$ cat src/rtl/disp_digit_seg_dec.sv
`default_nettype none
// ============================================================================
// Module  : disp_digit_seg_dec
// Purpose : Recovers a hex digit from a rendered 7-segment cell in a pixel
//           stream by counting dark pixels per segment window each frame,
//           thresholding the counts and mapping the segment vector to 0..F.
// Revision: 1.0 - initial release
// ============================================================================
module disp_digit_seg_dec #(
  parameter logic [6:0]  MAX_H     = 7'd64,
  parameter logic [6:0]  MAX_V     = 7'd96,
  parameter logic [6:0]  BOUNDARY  = 7'd5,
  parameter logic [6:0]  THICKNESS = 7'd5,
  parameter logic [7:0]  DARK_TH   = 8'h10,
  parameter logic [11:0] MIN_HITS  = 12'd128
) (
  input  logic       clk,
  input  logic       rst,
  input  logic       i_valid,
  input  logic       i_sof,
  input  logic       i_eof,
  input  logic [6:0] cnt_h,
  input  logic [6:0] cnt_v,
  input  logic [7:0] i_red,
  input  logic [7:0] i_grn,
  input  logic [7:0] i_blu,
  output logic       o_valid,
  output logic [6:0] o_seg,
  output logic [3:0] o_digit,
  output logic       o_match,
  output logic       o_busy
);

  // Segment window geometry; mirrors the renderer's layout arithmetic.
  localparam int B      = int'(BOUNDARY);
  localparam int T      = int'(THICKNESS);
  localparam int W      = int'(MAX_H);
  localparam int HEIGHT = (int'(MAX_V) - 2 * B - 3 * T) / 2;

  localparam int H_LO  = B + T;
  localparam int H_HI  = W - B - T;
  localparam int L_LO  = B;
  localparam int L_HI  = B + T;
  localparam int R_LO  = W - B - T;
  localparam int R_HI  = W - B;
  localparam int V0_LO = B;
  localparam int V0_HI = B + T;
  localparam int V1_HI = B + T + HEIGHT;
  localparam int V3_HI = B + 2 * T + HEIGHT;
  localparam int V4_HI = B + 2 * T + 2 * HEIGHT;
  localparam int V6_HI = B + 3 * T + 2 * HEIGHT;

  typedef enum logic [0:0] {
    IDLE  = 1'b0,
    ACCUM = 1'b1
  } state_t;

  state_t      state;
  state_t      state_next;
  logic [11:0] cnt      [7];
  logic [11:0] cnt_next [7];
  logic [6:0]  hit;
  logic [6:0]  seg_hit;
  logic [6:0]  seg_r;
  logic        seg_v;
  logic        dark;
  logic        restart;
  logic        count_en;
  logic        close;
  logic        in_h, in_l, in_r;
  logic        in_v0, in_v12, in_v3, in_v45, in_v6;
  logic [3:0]  dec_digit;
  logic        dec_match;
  int          h_pos;
  int          v_pos;

  assign h_pos   = int'(cnt_h);
  assign v_pos   = int'(cnt_v);
  assign dark    = (i_red < DARK_TH) && (i_grn < DARK_TH) && (i_blu < DARK_TH);
  assign restart = i_valid && i_sof;

  assign in_h   = (h_pos >= H_LO)  && (h_pos < H_HI);
  assign in_l   = (h_pos >= L_LO)  && (h_pos < L_HI);
  assign in_r   = (h_pos >= R_LO)  && (h_pos < R_HI);
  assign in_v0  = (v_pos >= V0_LO) && (v_pos < V0_HI);
  assign in_v12 = (v_pos >= V0_HI) && (v_pos < V1_HI);
  assign in_v3  = (v_pos >= V1_HI) && (v_pos < V3_HI);
  assign in_v45 = (v_pos >= V3_HI) && (v_pos < V4_HI);
  assign in_v6  = (v_pos >= V4_HI) && (v_pos < V6_HI);

  // Per-segment hit for this pixel, then saturating next counts (sof restarts from zero).
  always_comb begin
    hit[0] = in_h && in_v0;
    hit[1] = in_l && in_v12;
    hit[2] = in_r && in_v12;
    hit[3] = in_h && in_v3;
    hit[4] = in_l && in_v45;
    hit[5] = in_r && in_v45;
    hit[6] = in_h && in_v6;
    hit    = hit & {7{i_valid && dark}};
    for (int k = 0; k < 7; k++) begin
      logic [11:0] base;
      base = restart ? 12'd0 : cnt[k];
      cnt_next[k] = (base == 12'hFFF) ? base : base + {11'd0, hit[k]};
      seg_hit[k]  = (cnt_next[k] >= MIN_HITS);
    end
  end

  // Frame control: open on sof, close on eof (both may land on the same pixel).
  always_comb begin
    state_next = state;
    count_en   = 1'b0;
    close      = 1'b0;
    case (state)
      IDLE: begin
        if (restart) begin
          count_en   = 1'b1;
          state_next = ACCUM;
          if (i_eof) begin
            close      = 1'b1;
            state_next = IDLE;
          end
        end
      end
      ACCUM: begin
        count_en = 1'b1;
        if (i_valid && i_eof) begin
          close      = 1'b1;
          state_next = IDLE;
        end
      end
      default: state_next = IDLE;
    endcase
  end

  // State register.
  always_ff @(posedge clk or posedge rst) begin
    if (rst) state <= IDLE;
    else     state <= state_next;
  end

  // Dark-pixel counters: cleared when a frame closes so the next frame starts clean.
  always_ff @(posedge clk or posedge rst) begin
    if (rst) begin
      for (int k = 0; k < 7; k++) cnt[k] <= 12'd0;
    end else if (close) begin
      for (int k = 0; k < 7; k++) cnt[k] <= 12'd0;
    end else if (count_en) begin
      for (int k = 0; k < 7; k++) cnt[k] <= cnt_next[k];
    end
  end

  // First result stage: thresholded segment vector captured at frame close.
  always_ff @(posedge clk or posedge rst) begin
    if (rst) begin
      seg_r <= 7'd0;
      seg_v <= 1'b0;
    end else begin
      seg_v <= close;
      if (close) seg_r <= seg_hit;
    end
  end

  // Segment vector to digit; 77 is shared by 0 and D and resolves to 0.
  always_comb begin
    dec_digit = 4'h0;
    dec_match = 1'b1;
    case (seg_r)
      7'h77: dec_digit = 4'h0;
      7'h24: dec_digit = 4'h1;
      7'h5D: dec_digit = 4'h2;
      7'h6D: dec_digit = 4'h3;
      7'h2E: dec_digit = 4'h4;
      7'h6B: dec_digit = 4'h5;
      7'h7B: dec_digit = 4'h6;
      7'h27: dec_digit = 4'h7;
      7'h7F: dec_digit = 4'h8;
      7'h6F: dec_digit = 4'h9;
      7'h3F: dec_digit = 4'hA;
      7'h7A: dec_digit = 4'hB;
      7'h53: dec_digit = 4'hC;
      7'h5B: dec_digit = 4'hE;
      7'h1B: dec_digit = 4'hF;
      default: begin
        dec_digit = 4'h0;
        dec_match = 1'b0;
      end
    endcase
  end

  // Output stage: result fields update with the one-cycle valid pulse and then hold.
  always_ff @(posedge clk or posedge rst) begin
    if (rst) begin
      o_valid <= 1'b0;
      o_seg   <= 7'd0;
      o_digit <= 4'h0;
      o_match <= 1'b0;
    end else begin
      o_valid <= seg_v;
      if (seg_v) begin
        o_seg   <= seg_r;
        o_digit <= dec_digit;
        o_match <= dec_match;
      end
    end
  end

  assign o_busy = (state == ACCUM);

endmodule
`default_nettype wire

$ cat config.mk
export PLATFORM = sky130hd
export DESIGN_NAME = disp_digit_seg_dec
export DESIGN_NICKNAME = d
export VERILOG_FILES = /design/src/rtl/disp_digit_seg_dec.sv
export SDC_FILE = /design/constraint.sdc
export NUM_CORES = 1
export LEC_CHECK = 0
export ABC_AREA = 1
export BUFFER_PORTS_ARGS = -buffer_cell sky130_fd_sc_hd__buf_4
export CAP_MARGIN = 10
export CORE_AREA = 2 2 114 116
export CTS_CLUSTER_SIZE = 12
export DETAILED_ROUTE_END_ITERATION = 7
export DIE_AREA = 0 0 116 118
export PLACE_DENSITY = 0.8
export SETUP_SLACK_MARGIN = 0.2
export SYNTH_ARGS = -nofsm -noshare
export SYNTH_HDL_FRONTEND = slang
export SYNTH_SLANG_ARGS = --single-unit
$ cat constraint.sdc
create_clock -name clk -period 4.06 [get_ports clk]
set_clock_uncertainty 0.15 [all_clocks]
set_input_delay 0.812 -clock clk [delete_from_list [all_inputs] [get_ports clk]]
set_output_delay 0.812 -clock clk [all_outputs]
set_load 0.02 [all_outputs]
==> results.json <==
{
  "post_cts_resized": 0,
  "routed_wl_mm": 17.41,
  "place_area_mm2": 0.007858,
  "path_max_fanout": 5,
  "tritoncts": "yes",
  "place.gp.congestion": 0.8901,
  "final.setup.tns_ns": 0,
  "cts_setup_buffers": 0,
  "cp_slowest_stage_delay_ns": 0.42,
  "reg2reg_to": "cnt[73]$_DFFE_PP0P_",
  "relSlewSlack_pct": 33.40,
  "core_mm2": 0.01241,
  "ctsHoldBuffers": 0,
  "initial_utilization_pct": 60.14,
  "synth_area_leaders": "dfrtp_1, nand2_1, nand3_1",
  "syn_area_mm2": 0.007466,
  "cpLargestDelayFamily": "simple AND/OR/NAND/NOR gates",
  "ir_worst_vdd_mv": 0.1976,
  "hold_path_depth": 2,
  "finalInstanceArea_mm2": 0.008135,
  "grt_pass1_wl_mm": 29.60,
  "power_density_mw_per_mm2": 275.0,
  "cp-start-kind": "input port",
  "die_h_um": 118,
  "whs_ns": 0.3303,
  "num-nets-final": 1144,
  "cp.depth": 16,
  "async_flop_share_pct": 100.0,
  "min_from": "o_digit[0]$_DFFE_PP0P_",
  "drt_iter0_drc": 641,
  "grt_use_total_pct": 26.62,
  "power_frac_comb_pct": 12.8,
  "slew_viol_final": 0,
  "syn_nets": 1120,
  "criticalPathCategory": "in -> reg",
  "fillers": 1131,
  "grt_max_degree": 129,
  "p_seq_share_pct": 49.6,
  "leakage_nw": 3.592,
  "power_frac_clock_pct": 37.6,
  "outcome": "completed",
  "synth_common_cells": "nand2_1, nor2_1, nand3_1, dfrtp_1, inv_1",
  "routedWlPerCell_um": 13.83,
  "grt_pass1_vias": 6408,
  "yosys.area_share.simple_pct": 37.44,
  "synth_edf_count": 0,
  "yosys.cell_types.count": 46,
  "stdcell_count": 1259,
  "muxShareOfSynthArea_pct": 0,
  "dieArea_mm2": 0.01369,
  "std_cell_rows": 41,
  "drc": 0,
  "postRouteAntennaNets": 0,
  "p_total_w": 0.002237,
  "rsz0062_at_grt": "no",
  "syn_area_per_cell_um2": 7.050,
  "syn_inst": 1059,
  "min_to": "o_digit[0]$_DFFE_PP0P_",
  "grt.overflow.total": 0,
  "drt_first_pass_iters": 5,
  "dpl.hpwl_mm": 11.77,
  "fmax_mhz": 305.7,
  "crit_arrival_ns": 3.37,
  "synth-warning-count": 0,
  "viasPerCell": 5.692,
  "p_switching_w": 0.0006346,
  "synth_top_family_by_area": "simple AND/OR/NAND/NOR gates",
  "synth_xor_area_share_pct": 2.464,
  "drive_gt1_share_pct": 11.13,
  "cts.sinks": 106,
  "clkSlewWorstSetupHoldPaths_ns": 0.07,
  "critPathMostFrequentCell": "nand2_1",
  "synth-seq-cells": 106,
  "p_int_w": 0.001603,
  "area_delta_synth_final_pct": 8.966,
  "vias": 7166,
  "worst_pin_slew_ns": 0.9976,
  "r2r_cells": 6,
  "antenna_cells": 0,
  "ys_seq_area_share_pct": 35.53,
  "swShare_pct": 28.36,
  "hold_viol": 0,
  "setup-violations-final": 0,
  "critPathBufInv": 3,
  "numCtsBuffers": 9,
  "cap_violations": 0,
  "synth_compound_area_share_pct": 12.55,
  "regToRegSetupSlack_ns": 1.49,
  "critPathSlowestCell": "nor3b_1",
  "clk_latency_ns": 0.36,
  "cts_max_path_buffers": 2,
  "required_ns": 4.16,
  "endpoint_kind": "flop",
  "layout_min_cycle_time_ns": 3.271,
  "h-tree-depth": 3,
  "hp-class": "reg -> reg",
  "root_buffer": "clkbuf_16",
  "yosysTopAreaCell": "dfrtp_1",
  "die_x_um": 116,
  "ios": 57,
  "synthAdderAreaFrac_pct": 3.017,
  "final_min_period_over_clock_period_pct": 80.57,
  "antenna_found_initial": 0,
  "placedCellCount": 1244,
  "port_buffers": 44,
  "synth.most_common_cell": "nand2_1",
  "synth-main-ff-cell": "dfrtp_1",
  "netlist.area_leader.share_pct": 35.53,
  "r2r-start": "o_busy$_DFF_PP0_",
  "path_cells": "buf_4, nor4_1, and3b_1, nand2_1, nor3b_1, ha_1, ha_1, inv_1, nor2_2, nand2_1, nand3_1, nand4_1, nor2_1, nand3_1, nand2_1, inv_1"
}
-- sequential cells by signal (all words and copies together), names as in the netlist --
register / count
cnt: 84
o_busy: 1
o_digit: 4
o_match: 1
o_seg: 7
o_valid: 1
seg_r: 7
seg_v: 1
-- through the flow --
step	utilization, %	setup WS (ns)
after CTS	65.53	0.8241
final	65.53	0.7890
after global routing	65.53	0.5359
after global placement	63.29	0.4664
after floorplan	-	0.3091
after detailed placement	63.29	0.4616
-- how the worst max path moves through the flow --
| stage | startpoint | to | slack (ns) |
|---|---|---|---|
| final | i_grn[6] | seg_r[0]$_DFFE_PP0P_ | 0.79 |
| after global routing | cnt_v[1] | seg_r[1]$_DFFE_PP0P_ | 0.54 |
| after CTS | i_grn[6] | seg_r[0]$_DFFE_PP0P_ | 0.82 |
| after detailed placement | i_grn[6] | seg_r[0]$_DFFE_PP0P_ | 0.46 |
| after global placement | cnt_v[0] | seg_r[1]$_DFFE_PP0P_ | 0.47 |
| after floorplan | rst | cnt[0]$_DFFE_PP0P_ | 0.31 |
-- cell families after synthesis --
logic type               after synthesis
flip-flops                           106
XOR/XNOR                              21
adder cells (fa/ha/maj)               18
AO/OA/AOI/OAI                        165
AND/OR/NAND/NOR                      597
buffers and inverters                152
-- cells in the final DEF, fill, tap and decap left out, types with 19 or more instances in the layout --
cell type and n:
buf_4 51, nand2_1 228, o21ai_1 23, o21ai_0 80, nor2_1 130, o22ai_1 19, nand4_1 41, inv_1 104
nand3_1 129, dfrtp_1 106
-- power by group through the flow --
stage | combinational, W | sequential, W | clock (W)
finish | 0.000286 | 0.00111 | 0.000841
CTS | 0.000288 | 0.00111 | 0.000862
detailed placement | 0.000288 | 0.00113 | 0
global route | 0.000314 | 0.00112 | 0.000900
floorplan | 0.000165 | 0.00114 | 0
global placement | 0.000284 | 0.00113 | 0
-- cell type report --
class	count	area [um2]	share of cell area (%)
sequential	106	2653	32.61
inverter	112	422.9	5.198
clock buffer	10	239.0	2.938
multi-input combinational	801	4144	50.94
timing repair buffer	53	422.9	5.198
tap	172	215.2	2.645
clock inverter	5	38.79	0.4768
-- layer usage --
metal	up-vias	global-route usage [%]	part of all wire, %
li1	3601	-	-
met1	3325	37.98	48
met2	221	41.26	46
met3	19	2.987	4.6
met4	0	10.64	1.5
met5	-	0	0
-- worst min-delay path, delay by kind of cell (launching register included) --
kind             cells  cell delay, ns
DFF                  1            0.34
and+or+nand+nor      2            0.11
(Power assumes the default switching activity.)
